$ cat config.mk
export PLATFORM = sky130hd
export DESIGN_NAME = regfile_dump_reader
export DESIGN_NICKNAME = d
export VERILOG_FILES = /design/src/rtl/regfile_dump_pkg.sv /design/src/rtl/regfile_dump_reader_serializer.sv /design/src/rtl/regfile_dump_reader.sv
export SDC_FILE = /design/constraint.sdc
export NUM_CORES = 1
export LEC_CHECK = 0
export ABC_AREA = 0
export BUFFER_PORTS_ARGS = -buffer_cell sky130_fd_sc_hd__buf_2
export CAP_MARGIN = 20
export CORE_MARGIN = 4
export CORE_UTILIZATION = 52
export CTS_CLUSTER_SIZE = 25
export DETAILED_ROUTE_END_ITERATION = 8
export PLACE_DENSITY = 0.74
export SYNTH_ARGS = -nofsm -noshare
export SYNTH_HDL_FRONTEND = slang
export SYNTH_SLANG_ARGS = --single-unit
$ cat constraint.sdc
create_clock -name i_clk -period 2.1 [get_ports i_clk]
set_clock_uncertainty 0.05 [all_clocks]
set_input_delay 0.42 -clock i_clk [delete_from_list [all_inputs] [get_ports i_clk]]
set_output_delay 0.42 -clock i_clk [all_outputs]
set_load 0.03 [all_outputs]
$ cat src/rtl/regfile_dump_pkg.sv
// Shared FSM encoding and default geometry for the register-bank dump reader.
// Defaults match the ID-stage register bank (32 x 32-bit words, 8-bit bytes).
package regfile_dump_pkg;

    localparam int NB_DATA_DEF    = 32;
    localparam int NB_REG_DEF     = 5;
    localparam int SIZE_REG_DEF   = 32;
    localparam int NB_BYTE_DEF    = 8;
    localparam int BYTES_PER_WORD = NB_DATA_DEF / NB_BYTE_DEF;

    typedef enum logic [2:0] {
        ST_IDLE = 3'd0,
        ST_READ = 3'd1,
        ST_SEND = 3'd2,
        ST_DONE = 3'd3,
        ST_CSUM = 3'd4
    } state_t;

    // A one-byte word still needs a 1-bit counter to stay a legal vector.
    function automatic int cnt_width(input int n);
        return (n > 1) ? $clog2(n) : 1;
    endfunction

endpackage

$ cat src/rtl/regfile_dump_reader_serializer.sv
// Loads one word and emits it LSB-byte first; valid rises the cycle after i_load.
// Valid/ready: byte and valid held until accepted, valid drops after the last byte.
module word_byte_serializer
    import regfile_dump_pkg::*;
#(
    parameter int NB_DATA = NB_DATA_DEF,
    parameter int NB_BYTE = NB_BYTE_DEF
) (
    input  logic               i_clk,
    input  logic               i_reset,
    input  logic               i_load,
    input  logic [NB_DATA-1:0] i_word,
    input  logic               i_tx_ready,
    output logic [NB_BYTE-1:0] o_tx_data,
    output logic               o_tx_valid,
    output logic               o_last_accept
);

    localparam int BPW    = NB_DATA / NB_BYTE;
    localparam int NB_CNT = cnt_width(BPW);

    logic [NB_DATA-1:0] r_shift;
    logic [NB_CNT-1:0]  r_cnt;
    logic               r_valid;
    logic               w_hs;
    logic               w_last;

    assign w_hs          = r_valid && i_tx_ready;
    assign w_last        = (r_cnt == NB_CNT'(BPW - 1));
    assign o_last_accept = w_hs && w_last;
    assign o_tx_data     = r_shift[NB_BYTE-1:0];
    assign o_tx_valid    = r_valid;

    always_ff @(posedge i_clk) begin
        if (i_reset) begin
            r_shift <= '0;
            r_cnt   <= '0;
            r_valid <= 1'b0;
        end else if (i_load) begin
            r_shift <= i_word;
            r_cnt   <= '0;
            r_valid <= 1'b1;
        end else if (w_hs) begin
            r_shift <= r_shift >> NB_BYTE;
            if (w_last) begin
                r_cnt   <= '0;
                r_valid <= 1'b0;
            end else begin
                r_cnt <= r_cnt + 1'b1;
            end
        end
    end

endmodule

$ cat src/rtl/regfile_dump_reader.sv
// Walks the register bank and streams every word LSB-byte first; first byte 2 cycles after i_start, stalls on i_tx_ready.
// REGFILE_DUMP_CHECKSUM_EN appends an XOR checksum byte after the last data byte.
module regfile_dump_reader
    import regfile_dump_pkg::*;
#(
    parameter int NB_DATA  = NB_DATA_DEF,
    parameter int NB_REG   = NB_REG_DEF,
    parameter int SIZE_REG = SIZE_REG_DEF,
    parameter int NB_BYTE  = NB_BYTE_DEF
) (
    input  logic               i_clk,
    input  logic               i_reset,
    input  logic               i_start,
    output logic [NB_REG-1:0]  o_rd_address,
    input  logic [NB_DATA-1:0] i_rd_data,
    output logic [NB_BYTE-1:0] o_tx_data,
    output logic               o_tx_valid,
    input  logic               i_tx_ready,
    output logic               o_busy,
    output logic               o_done
);

    state_t             r_state;
    logic [NB_REG:0]    r_word;
    logic               r_busy;
    logic               r_done;
    logic               w_load;
    logic               w_last_accept;
    logic [NB_BYTE-1:0] w_ser_data;
    logic               w_ser_valid;

    assign w_load       = (r_state == ST_READ);
    assign o_rd_address = r_word[NB_REG-1:0];
    assign o_busy       = r_busy;
    assign o_done       = r_done;

    word_byte_serializer #(
        .NB_DATA (NB_DATA),
        .NB_BYTE (NB_BYTE)
    ) u_serializer (
        .i_clk         (i_clk),
        .i_reset       (i_reset),
        .i_load        (w_load),
        .i_word        (i_rd_data),
        .i_tx_ready    (i_tx_ready),
        .o_tx_data     (w_ser_data),
        .o_tx_valid    (w_ser_valid),
        .o_last_accept (w_last_accept)
    );

`ifdef REGFILE_DUMP_CHECKSUM_EN
    logic [NB_BYTE-1:0] r_csum;

    always_ff @(posedge i_clk) begin
        if (i_reset) begin
            r_csum <= '0;
        end else if (r_state == ST_IDLE && i_start) begin
            r_csum <= '0;
        end else if (r_state == ST_SEND && w_ser_valid && i_tx_ready) begin
            r_csum <= r_csum ^ w_ser_data;
        end
    end

    assign o_tx_data  = (r_state == ST_CSUM) ? r_csum : w_ser_data;
    assign o_tx_valid = w_ser_valid || (r_state == ST_CSUM);
`else
    assign o_tx_data  = w_ser_data;
    assign o_tx_valid = w_ser_valid;
`endif

    always_ff @(posedge i_clk) begin
        if (i_reset) begin
            r_state <= ST_IDLE;
            r_word  <= '0;
            r_busy  <= 1'b0;
            r_done  <= 1'b0;
        end else begin
            r_done <= 1'b0;
            case (r_state)
                ST_IDLE: begin
                    if (i_start) begin
                        r_word  <= '0;
                        r_busy  <= 1'b1;
                        r_state <= ST_READ;
                    end
                end
                ST_READ: r_state <= ST_SEND;
                ST_SEND: begin
                    if (w_last_accept) begin
                        if (r_word == (NB_REG+1)'(SIZE_REG - 1)) begin
`ifdef REGFILE_DUMP_CHECKSUM_EN
                            r_state <= ST_CSUM;
`else
                            r_state <= ST_DONE;
                            r_busy  <= 1'b0;
                            r_done  <= 1'b1;
`endif
                        end else begin
                            r_word  <= r_word + 1'b1;
                            r_state <= ST_READ;
                        end
                    end
                end
`ifdef REGFILE_DUMP_CHECKSUM_EN
                ST_CSUM: begin
                    if (i_tx_ready) begin
                        r_state <= ST_DONE;
                        r_busy  <= 1'b0;
                        r_done  <= 1'b1;
                    end
                end
`endif
                ST_DONE: begin
                    r_word  <= '0;
                    r_state <= ST_IDLE;
                end
                default: r_state <= ST_IDLE;
            endcase
        end
    end

endmodule

# After elaboration in Yosys (flattened, before gate mapping)

Cells that the tools add are included.
Widths: inputs -> output; s select.

Add/subtract/negate cells: 2
Equality and inequality tests: 9
Muxes and demuxes: 19
Bitwise gates (word level): 2
Reduce and logical (&&, ||, !) cells: 13

Operators with widths:

| kind                | count |
|---|---|
| $mux 32             | 2 |
| $mux 6              | 3 |
| $pmux 6 s3          | 1 |
| $pmux 3 s3          | 1 |
| $reduce_and 4->1    | 2 |
| $mux 1              | 7 |
| $add 6x1->6 const B | 1 |
| $eq 3x2->1 const B  | 2 |
| $eq 6x5->1 const B  | 1 |
| $mux 3              | 2 |
| $ne 2x2->1 const B  | 3 |
| $reduce_bool 2->1   | 3 |
| $mux 2              | 2 |
| $reduce_and 2->1    | 2 |
| $eq 3x1->1 const B  | 1 |
| $logic_not 3->1     | 1 |
| $reduce_bool 3->1   | 1 |
| $reduce_or 3->1     | 1 |
| $add 2x1->2 const B | 1 |
| $eq 2x2->1 const B  | 1 |
| $logic_and 1x1->1   | 2 |
| $ne 2x1->1 const B  | 1 |
| $not 1->1           | 2 |
| $pmux 1 s2          | 1 |
| $reduce_or 2->1     | 1 |

Register bits: 46
Input bits: 36
Output and inout bits: 16
Word-level logic and storage cells: 52

# Longest topological paths before layout

Word-level depth: 4
Depth in mapped cells: 6
Gate-level depth less buffers: 5

# Modules after synthesis

Synthesis repeated with hierarchy kept, for this count alone.

Cells, all modules: 261
Area total of the unflattened synthesis: 2462.4 µm²

By module, submodules not included:

| module               | instances | cells an instance | area each (µm²) | sequential area each (µm²) |
|---|---|---|---|---|
| word_byte_serializer | 1         | 194               | 1900.6          | 700.7 |
| regfile_dump_reader  | 1         | 67                | 561.8           | 200.2 |

# Worst setup path after synthesis

Ideal clock, no wire load.

Kind: flip-flop to flip-flop
Start point: register u_serializer.r_valid (netlist: u_serializer.o_tx_valid)
End point: register u_serializer.r_cnt[1]
Setup time: 132 ps
Data arrival time: 1410 ps
Required time: 1918 ps
Path slack: 509 ps
Cell stages (with the launch flop): 6
Path buffers: 2
Period minus slack after synthesis: 1591 ps
Cell sequence: dfxtp_1 -> clkbuf_1 -> nand2_1 -> buf_2 -> mux2i_1 -> nor3_1

Word-level cells in the longest chain between the ends: 1

RTL lines:

| what                   | line                                 | text |
|---|---|---|
| from (decl)            | regfile_dump_reader_serializer.sv:24 | `logic r_valid;` |
| from (signal assigned) | regfile_dump_reader_serializer.sv:38 | `r_valid <= 1'b0;` |
| from (signal assigned) | regfile_dump_reader_serializer.sv:42 | `r_valid <= 1'b1;` |
| from (signal assigned) | regfile_dump_reader_serializer.sv:47 | `r_valid <= 1'b0;` |
| $logic_and 1x1->1      | regfile_dump_reader_serializer.sv:28 | `assign w_hs = r_valid && i_tx_ready;` |
| to (signal assigned)   | regfile_dump_reader_serializer.sv:49 | `r_cnt <= r_cnt + 1'b1;` |
| to (decl)              | regfile_dump_reader_serializer.sv:23 | `logic [NB_CNT-1:0] r_cnt;` |

No other way between the ends.
A chain may end at the register's enable or synchronous reset.

# Final worst setup path

Start point: register r_word[0]
End point: register r_word[5]

Word-level cells in the longest chain between the ends: 4
Elaborated cells on any way between the ends: 7
Those cells by class: add/sub: 1; eq/ne: 2; mux: 3; reduce/logical: 1

RTL lines:

| what                   | line                      | text |
|---|---|---|
| from (decl)            | regfile_dump_reader.sv:24 | `logic [NB_REG:0] r_word;` |
| from (signal assigned) | regfile_dump_reader.sv:99 | `r_word <= r_word + 1'b1;` |
| $add 6x1->6            | regfile_dump_reader.sv:99 |  |
| $mux 6                 | regfile_dump_reader.sv:90 | `if (r_word == (NB_REG+1)'(SIZE_REG - 1)) begin` |
| $mux 6                 | regfile_dump_reader.sv:89 | `if (w_last_accept) begin` |
| $pmux 6 s3             | regfile_dump_reader.sv:79 | `case (r_state)` |

Several ways; a longest one is shown, not always the timed one. The select of a mux whose other input is x is not followed.

==> run summary <==
## Global route
• 7470 um — first-pass GRT wire length
• 0 — initial antenna violation count
• 50 — pin count of the biggest net entering global routing
• 1,629 — vias in the first global route
• 0 — final global-route overflow total
• 18.5% — global router's overall resource usage

## Clocking
• 0 — CTS Hold Buffers Added
• 2 — htree depth
• 5 — CTS buffer count
• yes — CTS tree
• 0.08 ns — clock-pin transition on the worst setup and hold timing paths
• 0.30 ns — clock insertion delay at the later pin of the skew report
• 2 — Bufs on Longest Clock Path
• 0 — count of cells resized by post-cts repair
• clkbuf_8 — root cell of the clock tree
• 45 — number of clock sinks
• 0 — total setup buffers inserted after CTS

## Route
• 0 — detailed-route DRC error count
• 0 — remaining antenna violation count
• 13.7 um — routed wirelength normalized by instance count
• 5.54 — post-DR vias/cell
• 4490 um — sum of routed wire length over all layers
• 168 — violation count after the first detailed-route iteration
• 1,810 — vias after detailed routing
• 4 — Pre-antenna DRT Iters

## Floorplanning
• 0.00502 sq mm — Die Area
• 52 — num ports
• 70.8 um — die outline height
• 54.8% — starting density of the core
• 70.8 um — Die X
• 0.00374 sq mm — Placeable Area
• 22 — floorplan row count

## Setup path
• flip-flop — element type at the critical path start
• 1.89 ns — arrival time worst endpoint
• dfxtp_1 — Critical-path top delay cell
• flip-flop to flip-flop — worst setup path category
• ha_1 -> and3_1 -> a21oi_1 -> nand4bb_1 -> a31oi_1 — cell-by-cell listing of the critical path
• flip-flop — Worst setup EP type
• 0 — Buf+Inv Stages, Crit Path
• 2.28 ns — worst path required time
• simple AND/OR/NAND/NOR gates — kind of cell adding the most delay to the critical path
• 0.38 ns — largest stage delay on the critical path
• 6 — largest driver fanout on the critical path

## Timing
• 585 MHz — highest clock rate
• 0.530 ns — Least-Margin Pin Slew
• 1.71 ns — final critical path time including I/O delays and setup
• 81.4% — Tcrit/Tclk final
• false — setup repair after global routing missed its margin
• 64.6% — worst rel slew slack
• 0 — final count of pins violating max slew
• 0 — final setup violation count
• 0 — hold violation count in the final report
• 0 ns — setup TNS after final layout

## Pwr
• 1400 uW — Power Internal
• 50.1% — part of the total power dissipated in sequential elements
• 1870 uW — total design power
• 13.9% — logic gate share of total power
• 0.459 mV — largest voltage drop on the vdd net
• 479 uW — Switching Power
• 25.5% — sw frac
• 36.0% — part of the total power dissipated in the clock network
• 0.000959 uW — leakage power
• 791 mW/mm^2 — power density cells

## Placement
• 319 — Placed Cells
• 51 — I/O Buffers
• 0.818 — final RePlAce weighted congestion
• 3050 um — HPWL after detailed placement
• 0.00225 sq mm — placed cell area

## Synthesis
• 284 — Post-Synthesis Net Count
• 43.9% — share of the synthesized area in the top cell type
• 246 — Post-Synthesis Cells
• 43.9% — fraction of the yosys area taken by sequential cells
• 45 — Yosys reg bits
• 0.00205 sq mm — Syn Std Cell Area
• dfxtp_1 — cell type with the largest total area after synthesis
• 0 — number of warning messages in the yosys log
• dfxtp_1 44%, a311oi_1 10%, nand3_1 6.3% — largest cells by area after synthesis
• 35 — number of different library cells in the post-synthesis netlist
• 8.35 sq um — Avg Synthesized Cell Area

## Hold path
• input pin to flip-flop — type of the most critical hold path

## Finish
• buf_2 — most common library cell in the layout ignoring fill and taps
• 24.7% — fraction of final layout cells sized beyond drive strength 1
• 316 — number of nets in the finished design
• 327 — fin cells
• 0 — diode insertion count for antenna repair
• 51 x buf_2, 45 x dfxtp_1, 34 x nor2_1, 32 x nand2_1, 26 x nand3_1 — commonest cells after routing, fill and taps aside
• 15.4% — Area Overhead vs Synth
• 0.00237 sq mm — final instance area

## Job
• 0 — max-cap viol count

## Outcome
• complete, no violations — outcome

-- tightest hold or removal path, delay by kind of cell --
family / cells / cell delay, ns
AOI/OAI and AO/OA: 1 / 0.07
buffers and inverters: 1 / 0.07
and+or+nand+nor: 1 / 0.07
-- layout make-up --
type / count / area [sq um]
Sequential cell: 45 / 901
Multi-Input combinational cell: 166 / 960
Tap cell: 48 / 60.1
Clock inverter: 2 / 37.5
Inverter: 2 / 7.51
Timing Repair Buffer: 58 / 320
Fill cell: 364 / 1380
Clock buffer: 6 / 82.6
-- final timing paths --
| kind | from | to | slack [ns] | cells past startpoint |
|---|---|---|---|---|
| hold reg to reg | o_busy | o_busy | 0.42 | 2 |
| setup / recovery | r_word[0] | r_word[5] | 0.39 | 5 |
| hold / removal | i_rd_data[27] | u_serializer.r_shift[27] | 0.32 | 3 |
| setup reg to reg | r_word[0] | r_word[5] | 0.39 | 5 |
-- logic make-up after synthesis --
logic type	share of synthesized area, %
AOI/OAI and AO/OA	19.8
adders and majority gates	1.22
buffers and inverters	9.38
DFF	43.9
muxes	1.46
and+or+nand+nor	24.3
-- flip-flops by register name (all words and copies together) (netlist names) --
register and flops:
o_busy 1, o_done 1, r_state 2, r_word 6, u_serializer.o_tx_valid 1, u_serializer.r_cnt 2
u_serializer.r_shift 32
-- cell usage after synthesis, drive strengths merged --
cell type  number
a41oi           1
o31a            1
nor2b           1
o22ai           1
nand3          27
mux2i           3
a22oi           8
a211oi          2
nand2          32
nor3            4
ha              2
nand4bb         1
and3            3
dfxtp          45
a311oi         24
o21ai           1
nand4           2
a31oi           1
buf            22
clkbuf         11
and3b           1
o41ai           1
o21a            2
nand2b          1
or3b            1
nor2           34
and2b           1
a21oi          10
inv             2
nor3b           1
-- routing by layer --
metal  global-route usage [%]  up-vias  wire length, um  share of wire [%]
met5                        0        -                0                  0
met4                     6.89        0               72                1.6
met1                     23.6      825             2030                 45
li1                         -      942                -                  -
met2                     29.7       37             2160                 48
met3                     5.54        6              232                5.2
-- stage by stage --
step	util (%)	hold slack, ns	setup WS, ns
after floorplan	-	0.389	0.509
after global placement	60.1	0.408	0.419
after detailed placement	60.1	0.411	0.365
after CTS	63.3	0.313	0.403
after global routing	63.3	0.313	0.289
final	63.3	0.320	0.390
-- power by group through the flow --
stage               clock network (uW)  logic, uW  registers [uW]
floorplan                            0        187             958
global placement                     0        257             958
detailed placement                   0        260             959
CTS                                693        262             939
global route                       733        286             947
finish                             675        260             940
No activity file was read; power rests on OpenSTA's default activity.
